==> config.mk <==
export PLATFORM = sky130hd
export DESIGN_NAME = z80_io_initiator
export DESIGN_NICKNAME = d
export VERILOG_FILES = /design/src/rtl/z80_bus_pkg.sv /design/src/rtl/z80_tstate_timer.sv /design/src/rtl/z80_io_initiator.sv
export SDC_FILE = /design/constraint.sdc
export NUM_CORES = 1
export LEC_CHECK = 0
export BUFFER_PORTS_ARGS = -buffer_cell sky130_fd_sc_hd__buf_2
export CAP_MARGIN = 30
export CORE_MARGIN = 2
export CORE_UTILIZATION = 40
export CTS_CLUSTER_SIZE = 28
export DETAILED_ROUTE_END_ITERATION = 6
export MAX_ROUTING_LAYER = met4
export PLACE_DENSITY = 0.71
export SLEW_MARGIN = 20
export SYNTH_ARGS = -nofsm -noshare
export SYNTH_HDL_FRONTEND = slang
export SYNTH_SLANG_ARGS = --single-unit
==> constraint.sdc <==
create_clock -name clk -period 2 [get_ports clk]
set_clock_uncertainty 0.1 [all_clocks]
set_input_delay 0.3 -clock clk [delete_from_list [all_inputs] [get_ports clk]]
set_output_delay 0.3 -clock clk [all_outputs]
set_load 0.01 [all_outputs]
==> src/rtl/z80_bus_pkg.sv <==
// z80_bus_pkg: shared Z80 I/O bus FSM states, VDP port map and address helper
package z80_bus_pkg;
   typedef enum logic [2:0] {ST_IDLE, ST_T1, ST_T2, ST_TW, ST_T3, ST_RECOVER} state_t;
   localparam logic [7:0] VDP_PORT_BASE = 8'h98;
   localparam logic [1:0] PORT_DATA   = 2'd0;
   localparam logic [1:0] PORT_CTRL   = 2'd1;
   localparam logic [1:0] PORT_PAL    = 2'd2;
   localparam logic [1:0] PORT_REGIND = 2'd3;
   function automatic logic [7:0] port_addr(input logic [7:0] base, input logic [1:0] p);
      return base | {6'b0, p};
   endfunction
endpackage

==> src/rtl/z80_tstate_timer.sv <==
// z80_tstate_timer: per-state tick counter; clk/reset_n, clear holds it at 0,
// last = final count value, cnt = current tick, last_tick = cnt reached last
module z80_tstate_timer #(
   parameter int CW = 3
) (
   input  logic          clk,
   input  logic          reset_n,
   input  logic          clear,
   input  logic [CW-1:0] last,
   output logic [CW-1:0] cnt,
   output logic          last_tick
);
   assign last_tick = cnt == last;
   // Every timed state ends on last_tick, so wrapping here reloads the next state
   always_ff @(posedge clk)
      if (!reset_n || clear || last_tick) cnt <= '0;
      else cnt <= cnt + CW'(1);
endmodule

==> src/rtl/z80_io_initiator.sv <==
// z80_io_initiator: Z80-style I/O cycle master towards VDP ports base..base+3.
// Request side: req/wr/port/wdata in, ready/done/err/rdata out.
// Bus side: addr, iorq_n, rd_n, wr_n, cd_out/cd_oe, cd_in, wait_n (async).
module z80_io_initiator
   import z80_bus_pkg::*;
#(
   parameter int         T_STATE_CLKS = 8,
   parameter int         WAIT_STATES  = 1,
   parameter int         GAP_CLKS     = 4,
   parameter int         WAIT_TIMEOUT = 255,
   parameter logic [7:0] PORT_BASE    = VDP_PORT_BASE
) (
   input  logic       clk,
   input  logic       reset_n,
   input  logic       req,
   input  logic       wr,
   input  logic [1:0] port,
   input  logic [7:0] wdata,
   output logic       ready,
   output logic       done,
   output logic       err,
   output logic [7:0] rdata,
   output logic [7:0] addr,
   output logic       iorq_n,
   output logic       rd_n,
   output logic       wr_n,
   output logic [7:0] cd_out,
   output logic       cd_oe,
   input  logic [7:0] cd_in,
   input  logic       wait_n
);
   localparam int TMAX = T_STATE_CLKS > GAP_CLKS ? T_STATE_CLKS : GAP_CLKS;
   localparam int CW = $clog2(TMAX);
   localparam logic [CW-1:0] T_LAST = CW'(T_STATE_CLKS - 1);
   localparam logic [CW-1:0] G_LAST = CW'(GAP_CLKS - 1);
   localparam int EW = WAIT_TIMEOUT > 0 ? $clog2(WAIT_TIMEOUT + 1) : 1;
   localparam logic [EW-1:0] EXT_MAX = EW'(WAIT_TIMEOUT);
   localparam logic [1:0] TW_LAST = WAIT_STATES > 0 ? 2'(WAIT_STATES - 1) : 2'd0;
   localparam bit NO_WS = WAIT_STATES == 0;

   state_t          state, state_nxt;
   logic [CW-1:0]   cnt;
   logic            last_tick;
   logic            wr_l, err_l, wait_q1, wait_s;
   logic [1:0]      tw_n;
   logic [EW-1:0]   ext;
   logic            sample_pt, timeout, strobe, rec_first, accept;

   z80_tstate_timer #(.CW(CW)) u_timer (
      .clk       (clk),
      .reset_n   (reset_n),
      .clear     (state == ST_IDLE),
      .last      (state == ST_RECOVER ? G_LAST : T_LAST),
      .cnt       (cnt),
      .last_tick (last_tick)
   );

   // wait_n only matters on the last clock of the final TW (or of T2 when there
   // are no automatic TWs); extension TWs keep tw_n at TW_LAST so they are final too
   assign sample_pt = last_tick && ((state == ST_T2 && NO_WS) || (state == ST_TW && tw_n == TW_LAST));
   assign timeout   = ext == EXT_MAX;
   assign strobe    = state inside {ST_T2, ST_TW, ST_T3};
   assign rec_first = state == ST_RECOVER && cnt == '0;
   assign accept    = state == ST_IDLE && req;

   always_comb begin
      state_nxt = state;
      ready     = state == ST_IDLE;
      done      = rec_first;
      err       = rec_first && err_l;
      iorq_n    = !strobe;
      rd_n      = !(strobe && !wr_l);
      wr_n      = !(strobe && wr_l);
      // write data is held for one RECOVER clock after the strobes rise
      cd_oe     = wr_l && (state inside {ST_T1, ST_T2, ST_TW, ST_T3} || rec_first);
      case (state)
         ST_IDLE:    state_nxt = req ? ST_T1 : ST_IDLE;
         ST_T1:      state_nxt = last_tick ? ST_T2 : ST_T1;
         ST_T2,
         ST_TW:      if (sample_pt) state_nxt = wait_s ? ST_T3 : timeout ? ST_RECOVER : ST_TW;
                     else if (last_tick) state_nxt = ST_TW;
         ST_T3:      state_nxt = last_tick ? ST_RECOVER : ST_T3;
         ST_RECOVER: state_nxt = last_tick ? ST_IDLE : ST_RECOVER;
         default:    state_nxt = ST_IDLE;
      endcase
   end

   always_ff @(posedge clk) begin
      if (!reset_n) begin
         state   <= ST_IDLE;
         addr    <= '0;
         cd_out  <= '0;
         rdata   <= '0;
         wr_l    <= 1'b0;
         err_l   <= 1'b0;
         tw_n    <= '0;
         ext     <= '0;
         wait_q1 <= 1'b1;
         wait_s  <= 1'b1;
      end else begin
         state   <= state_nxt;
         wait_q1 <= wait_n;
         wait_s  <= wait_q1;
         if (accept) begin
            wr_l   <= wr;
            addr   <= port_addr(PORT_BASE, port);
            cd_out <= wdata;
            err_l  <= 1'b0;
            tw_n   <= '0;
            ext    <= '0;
         end
         if (state == ST_TW && last_tick && tw_n != TW_LAST) tw_n <= tw_n + 2'd1;
         if (sample_pt && !wait_s && !timeout) ext <= ext + EW'(1);
         if (sample_pt && !wait_s && timeout) err_l <= 1'b1;
         if (state == ST_T3 && last_tick && !wr_l) rdata <= cd_in;
      end
   end
endmodule

Yosys cells after proc, flatten, opt, wreduce, memory -nomap -nowiden
Cells that the tools add are included.
{"block": "totals", "regBits": 39, "output_inout_bits": 31}
{"block": "classes", "n_addsub": 3, "eq_ne": 8, "muxes": 16, "n_reduce_logical": 35}
{"cell": "3-bit two-way mux", "n": 6}
{"cell": "8-bit two-way mux", "n": 2}
{"cell": "1-bit logical AND", "n": 15}
{"cell": "3-bit case mux with 5 select lines", "n": 1}
{"cell": "8-bit by 1-bit adder with 8-bit output (second input constant)", "n": 1}
{"cell": "8-bit equality test (second input constant)", "n": 1}
{"cell": "2-bit nonzero test", "n": 4}
{"cell": "1-bit zero test", "n": 7}
{"cell": "3-bit by 2-bit equality test with 1-bit output (second input constant)", "n": 2}
{"cell": "3-bit equality test (second input constant)", "n": 2}
{"cell": "3-bit zero test", "n": 2}
{"cell": "2-bit two-way mux", "n": 3}
{"cell": "1-bit two-way mux", "n": 4}
{"cell": "4-bit nonzero test", "n": 1}
{"cell": "3-bit by 1-bit adder with 3-bit output (second input constant)", "n": 1}
{"cell": "3-bit by 1-bit equality test with 1-bit output (second input constant)", "n": 1}
{"cell": "3-bit equality test", "n": 1}
{"cell": "1-bit logical OR", "n": 3}
{"cell": "3-bit inequality test (second input constant)", "n": 1}
{"cell": "3-bit nonzero test", "n": 1}
{"cell": "2-bit by 1-bit adder with 2-bit output (second input constant)", "n": 1}
{"cell": "2-bit zero test", "n": 1}
{"cell": "2-bit OR reduction", "n": 1}

Longest topological paths before layout
Gate-level depths: netlist (run 1).
{"block": "depth", "ltp_word": 7, "mapped_depth": 7, "depth_no_buf": 6}

Cells and area by module
From an unflattened synthesis (run 1), not the netlist that was laid out.
{"block": "hier_totals", "hier_cells": 207, "area_unflattened_um2": 1820.5}
{"mod": "z80_io_initiator", "instances": 1, "cells_per_inst": 193, "area_per_inst_um2": 1669.1}
{"mod": "z80_tstate_timer", "instances": 1, "cells_per_inst": 14, "area_per_inst_um2": 151.4}

Least setup slack after synthesis (run 1)
Ideal clock, no wire load.
{"block": "synth_path", "path_type": "register -> output", "startpoint": "reg state[0]", "endpoint": "out err", "arrival_time_ns": 1.296, "path_slack_ns": 0.304, "path_stages_with_launch": 6, "n_path_buf": 1, "path_cell_list": "dfxtp_1 > buf_2 > nor2b_1 > nand2_1 > nor2_1 > and2_1"}
{"block": "synth_via", "elab_chain_len": 3}
{"item": "start: declaration", "line": "z80_io_initiator.sv:41", "source": "state_t state, state_nxt;"}
{"item": "start signal: assignment", "line": "z80_io_initiator.sv:101", "source": "state <= state_nxt;"}
{"item": "3-bit equality test", "line": "z80_io_initiator.sv:63", "source": "assign rec_first = state == ST_RECOVER && cnt == '0;"}
{"item": "1-bit logical AND", "line": "z80_io_initiator.sv:63"}
{"item": "net done", "line": "z80_io_initiator.sv:20", "source": "output logic done,"}
{"item": "1-bit logical AND", "line": "z80_io_initiator.sv:70", "source": "err = rec_first && err_l;"}
{"item": "end: declaration", "line": "z80_io_initiator.sv:21", "source": "output logic err,"}
The timed path passes the listed nets, and every way through them passes these cells.

Final worst setup path (run 1)
{"block": "layout_path", "startpoint": "reg state[1]", "endpoint": "out err"}
{"block": "layout_via", "elab_chain_len": 3}
{"item": "3-bit equality test", "line": "z80_io_initiator.sv:63"}
{"item": "1-bit logical AND", "line": "z80_io_initiator.sv:63"}
{"item": "1-bit logical AND", "line": "z80_io_initiator.sv:70"}
No other way between the ends.

==> out/results.txt, run 1 <==
R2R Setup Slk = 0.26 ns
First-pass GRT wire length = 6180 um
DP HPWL = 2700 um
H-tree Lvls = 2
Post-synth ARST share = 0%
Commonest non-fill, non-tap cell in the layout = buf_2
Setup crit start = state[1]
Post-Syn Area = 0.00190 mm2
Worst VDD drop = 0.347 mV
Min-Delay Path Class = in2reg
Crit share post-route = 92.2%
Layout cell share with drive strength beyond 1 = 29.3%
DR pass1 iterations = 4
Net Sw Frac = 22.5%
CP startpoint kind = register
Ys Warns = 0
Fill count = 464
Maximum clock path buffer count = 2
Share of power burned in registers = 49.2%
Mean Syn Cell Area = 8.97 um2
Max FO, Critical Path = 11
RSZ-0062 raised after global routing = false
I/O Buffers = 50
Worst-path cell chain = buf_4 > nand2b_1 > nor2_1 > and2_1 > buf_2
Largest family of logic cells by synthesized area = simple AND/OR/NAND/NOR gates
Slowest cell on crit path = dfxtp_1
R2r startpoint = u_timer.cnt[0]
Hold Fails Final Rpt = 0
Final setup fails = 0
Core Box Area = 0.00466 mm2
Via count = 1596
Fin crit period = 1.84 ns
Final #Nets = 289
Clock Power Share = 41.0%
P&R area growth vs syn = 21.4%
Worst Path Required = 1.60 ns
Clk sinks = 39
Die width = 73.0 um
CP Capture Point = err
Die area = 0.00532 mm2
Diodes inserted = 0
Number of DRC markers in iteration 0 = 60
Num CTS Buffers = 5
Pwr Density = 714 mW/mm2
Simple-Gate Fraction of Synth Area = 24.3%
Final setup margin = 0.156 ns
Most frequent cells in the layout = buf_2, dfxtp_1, nand2_1, a21boi_1, mux2i_1
Reg clk slew, reported paths = 0.07 ns
Initial antenna violation count = 0
Routed WL = 3750 um
Number of synthesized flops with an enable pin = 0
Die H = 73.0 um
Sw power = 0.371 mW
CTS root buffer = clkbuf_8
Post-Synth Adder-Cell Area = 2.63%
FMAX = 542 MHz
Final max-slew violation count = 0
Register area share after synthesis = 41.1%
Cell Int Power = 1.28 mW
Largest net degree at the start of global routing = 34
Worst stage delay on the critical path = 0.31 ns
GRT Util Overall = 15.5%
Dpl ws = 0.247 ns
Status = finished clean
Maxcap violations = 0
Mux share of post-synthesis cell area = 5.79%
Synth cell types = 46
Starting density of the core = 40.8%
Via density = 5.03
Gpl congestion = 0.771
# rows = 25
R2r endpoint = ext[1]
Most used DFF post-synth = dfxtp_1
Synth Area in Compound Gates = 17.5%
CP Capture Type = primary output
Routed Antenna Nets = 0
Post-Synth XOR/XNOR Area = 0.921%
WL/cell = 11.8 um
Gate power share = 9.8%
Clk Latency, worst-skew pair = 0.29 ns
Mapped Cells = 212
Critical path class = reg2out
CP Data Arrival Time = 1.44 ns
Register-to-Register Path Depth = 5
Synth Register Bits = 39
Detailed-route DRC error count = 0
# IOs = 54
Overflow after GRT = 0
P_leak = 1.06 nW
CTS tree = built
Setup TNS = 0 ns
Vias in the first global route = 1419
==> final cells by class <==
type | count | area (um2) | share of cell area, %
clock buffers | 6 | 82.6 | 3.58
clock inverters | 2 | 35.0 | 1.52
inverters | 9 | 33.8 | 1.46
multi-input cells | 149 | 995 | 43.1
repair buffers | 58 | 314 | 13.6
well taps | 54 | 67.6 | 2.93
flip-flops and latches | 39 | 782 | 33.9
==> synth_stat cells, types with 4 or more instances <==
cell type / number / area share (%)
a21boi_1: 13 / 5.1
a21o_1: 4 / 1.6
a21oi_1: 8 / 2.1
and3_1: 4 / 1.3
buf_2: 5 / 1.3
buf_4: 7 / 2.8
dfxtp_1: 39 / 41
ha_1: 4 / 2.6
inv_1: 9 / 1.8
mux2i_1: 11 / 5.8
nand2_1: 29 / 5.7
nand2b_1: 5 / 1.6
nand3_1: 6 / 1.6
nor2_1: 8 / 1.6
nor2b_1: 11 / 3.6
o21a_1: 7 / 2.8
o21ai_0: 5 / 1.3
==> critical path: cells and delay by family (launching register included) <==
family / cells / cell delay (ns)
simple gates: 3 / 0.55
flops: 1 / 0.31
buf+inv: 2 / 0.29
==> sequential cells by signal (all words and copies together) (netlist names) <==
signal / count
addr: 3
cd_out: 8
err_l: 1
ext: 8
rdata: 8
state: 3
tw_n: 2
u_timer.cnt: 3
wait_q1: 1
wait_s: 1
wr_l: 1
==> stage by stage <==
step	cells	util, %	cell area [um2]	hold WS, ns	power, mW
6_report	317	49.6	2310	0.0873	1.65
5_1_grt	317	49.6	2310	0.0790	1.72
4_1_cts	317	49.2	2290	0.0792	1.67
3_5_place_dp	309	46.7	2180	0.292	0.988
3_3_place_gp	309	46.7	2180	0.295	0.985
2_1_floorplan	214	-	1910	0.273	0.934
==> worst min path at each step <==
| stage | startpoint | endpoint | slack, ns | depth (start not counted) |
|---|---|---|---|---|
| after floorplan | reset_n | wait_q1 | 0.27 | 1 |
| after global placement | wait_q1 | wait_s | 0.30 | 1 |
| after detailed placement | wait_q1 | wait_s | 0.29 | 1 |
| after CTS | wait_n | wait_q1 | 0.08 | 2 |
| after global routing | wait_n | wait_q1 | 0.08 | 2 |
| final | wait_n | wait_q1 | 0.09 | 2 |
==> layer usage <==
layer	wire length, um	part of all wire [%]	vias to the layer above	GRT usage [%]
met4	61	1.6	0	5.56
li1	-	-	816	-
met3	215	5.7	6	5.11
met2	1730	46	52	24.2
met5	0	0	-	-
met1	1740	47	722	18.6
==> power by group through the flow <==
stage | clock, mW | sequential (mW) | combinational [mW]
6_report | 0.676 | 0.812 | 0.162
5_1_grt | 0.729 | 0.815 | 0.180
4_1_cts | 0.695 | 0.811 | 0.160
3_5_place_dp | 0 | 0.829 | 0.159
3_3_place_gp | 0 | 0.829 | 0.155
2_1_floorplan | 0 | 0.837 | 0.0970
==> logic make-up (layout without fill, tap and decap cells) <==
group | after synthesis | after routing
other cells | 1 | 3
xor+xnor | 2 | 2
flops | 39 | 39
simple gates | 82 | 82
mux | 11 | 11
compound gates | 47 | 47
fa+ha+maj | 4 | 4
buf+inv | 26 | 75
==> repair_timing <==
item | in CTS | in global routing
buffers inserted | 0 | 0
gates resized for setup | 1 | 5
setup endpoints to repair | 2 | 5
cloned | 0 | 0
hold buffers | 0 | 0
(Power assumes the default switching activity.)
==> run 2, diff against run 1 <==
TNS_END_PERCENT = 30   (was not set)
clock period = 2.15 ns   (was 2 ns; I/O delays follow)
==> out/results.txt, run 2 (synthesis gave the netlist of run 1 again) <==
Status = finished clean
CP Buf/Inv Count = 2 (unchanged)
GRT Util Overall = 15.7% (+0.26 points)
Routed Antenna Nets = 0 (unchanged)
Slowest cell on crit path = dfxtp_1
Final #Nets = 286 (-1.0%)
Core Box Area = 0.00466 mm2 (unchanged)
CP Data Arrival Time = 1.55 ns (+0.11 ns)
Crit share post-route = 91.9%
Maximum clock path buffer count = 2 (unchanged)
Number of DRC markers in iteration 0 = 70 (+17%)
DR pass1 iterations = 4 (unchanged)
Worst-path cell chain = buf_4 > nand2b_1 > o21ai_0 > nand2_1 > buf_2
Uppermost layer routed = met4
Routed WL = 3760 um (+0.27%)
Inst Count DP = 306 (-0.97%)
Dpl ws = 0.292 ns (+0.0447 ns)
Min-Delay Path Class = in2reg
Multi-input logic area = 983 um2 (-1.1%)
Hold-fix buffers at CTS = 0 (unchanged)
Worst VDD drop = 0.392 mV (+13%)
Die width = 73.0 um (unchanged)
Commonest non-fill, non-tap cell in the layout = buf_2
First-pass GRT wire length = 6100 um (-1.2%)
P&R area growth vs syn = 20.5%
Power Total = 1.63 mW (-1.3%)
Clk sinks = 39 (unchanged)
Diodes inserted = 0 (unchanged)
RSZ-0062 raised after global routing = false
Final setup margin = 0.173 ns (+0.0171 ns)
# IOs = 54 (unchanged)
Fin crit period = 1.98 ns
Max FO, Critical Path = 9 (-2)
Non-filler cells, final = 314 (-0.95%)
Setup TNS = 0 ns (unchanged)
Final core occ = 49.2% (-0.40 points)
CTS tree = built
DP HPWL = 2710 um (+0.69%)
Largest net degree at the start of global routing = 19 (-44%)
Clk Latency, worst-skew pair = 0.30 ns (about the same)
Final setup fails = 0 (unchanged)
Die H = 73.0 um (unchanged)
WL/cell = 12.0 um (+1.2%)
H-tree Lvls = 2 (unchanged)
I/O Buffers = 50 (unchanged)
Register cell area after layout = 782 um2 (unchanged)
Critical path class = reg2out
M1 WL = 1760 um (+1.1%)
Die area = 0.00532 mm2 (unchanged)
Gpl congestion = 0.781 (+1.3%)
Hold Fails Final Rpt = 0 (unchanged)
Metal3 WL = 236 um (+9.8%)
Reg clk slew, reported paths = 0.08 ns (about the same)
CP Capture Type = primary output
Num CTS Buffers = 5 (unchanged)
Final max-slew violation count = 0 (unchanged)
Largest regs = cd_out x8, ext x8, rdata x8
Pwr Density = 710 mW/mm2 (-0.50%)
P_leak = 1.04 nW (-1.9%)
Maxcap violations = 0 (unchanged)
Most frequent cells in the layout = buf_2, dfxtp_1, nand2_1, a21boi_1
CP startpoint kind = register
Layout cell share with drive strength beyond 1 = 27.7% (-1.6 points)
Overflow after GRT = 0 (unchanged)
CTS root buffer = clkbuf_8
Worst Path Required = 1.73 ns (+0.13 ns)
DR WL met2 = 1680 um (-2.8%)
FMAX = 506 MHz
Delay-heaviest family, CP = flip-flops
Worst stage delay on the critical path = 0.35 ns (+0.04 ns)
Starting density of the core = 40.8% (unchanged)
Vias in the first global route = 1362 (-4.0%)
Detailed-route DRC error count = 0 (unchanged)
Via density = 4.98 (-1.1%)
Fill count = 459 (-1.1%)
Via count = 1564 (-2.0%)
# rows = 25 (unchanged)
Initial antenna violation count = 0 (unchanged)
-- run 2: layout make-up --
class	count	share of cell area, %
timing repair buffer	55	12.6
clock buffer	5	3.00
sequential	39	34.1
multi-input combinational	149	42.9
inverter	9	1.47
clock inverter	3	2.95
tap	54	2.95
-- run 2: what timing repair did --
| action | in CTS | in global routing |
|---|---|---|
| setup buffers | 0 | 0 |
| setup endpoints to repair | 0 | 3 |
| hold endpoints to repair | 0 | 0 |
| resized for setup | 0 | 1 |
-- run 2: layer usage --
| metal | vias up | global-route usage, % |
|---|---|---|
| li1 | 814 | - |
| met1 | 698 | 18.5 |
| met2 | 47 | 23.4 |
| met3 | 5 | 6.35 |
| met4 | 0 | 7.41 |
| met5 | - | - |
-- run 2: worst paths after layout --
kind | cells after the start | slack, ns | endpoint | from
setup reg to reg | 5 | 0.28 | ext[5] | u_timer.cnt[0]
setup / recovery | 5 | 0.17 | wr_n | state[1]
hold reg to reg | 1 | 0.31 | wait_s | wait_q1
hold / removal | 2 | 0.11 | wait_q1 | wait_n
-- run 2: worst register-to-register path: stages, from the launching register on --
cell and delay (ns):
dfxtp_1 0.36, ha_1 0.35, nand4_1 0.22, nor3_2 0.37, a21oi_2 0.16, a21o_1 0.21
-- run 2: power by group --
| part | switching [mW] | internal (mW) |
|---|---|---|
| combinational | 0.0769 | 0.0674 |
| sequential | 0.0120 | 0.742 |
| clock | 0.266 | 0.463 |
-- run 2: through the flow --
stage | hold WS (ns) | area (um2)
6_report | 0.107 | 2290
4_1_cts | 0.0949 | 2290
5_1_grt | 0.0977 | 2290
2_1_floorplan | 0.286 | 1910
3_3_place_gp | 0.289 | 2150
3_5_place_dp | 0.303 | 2150
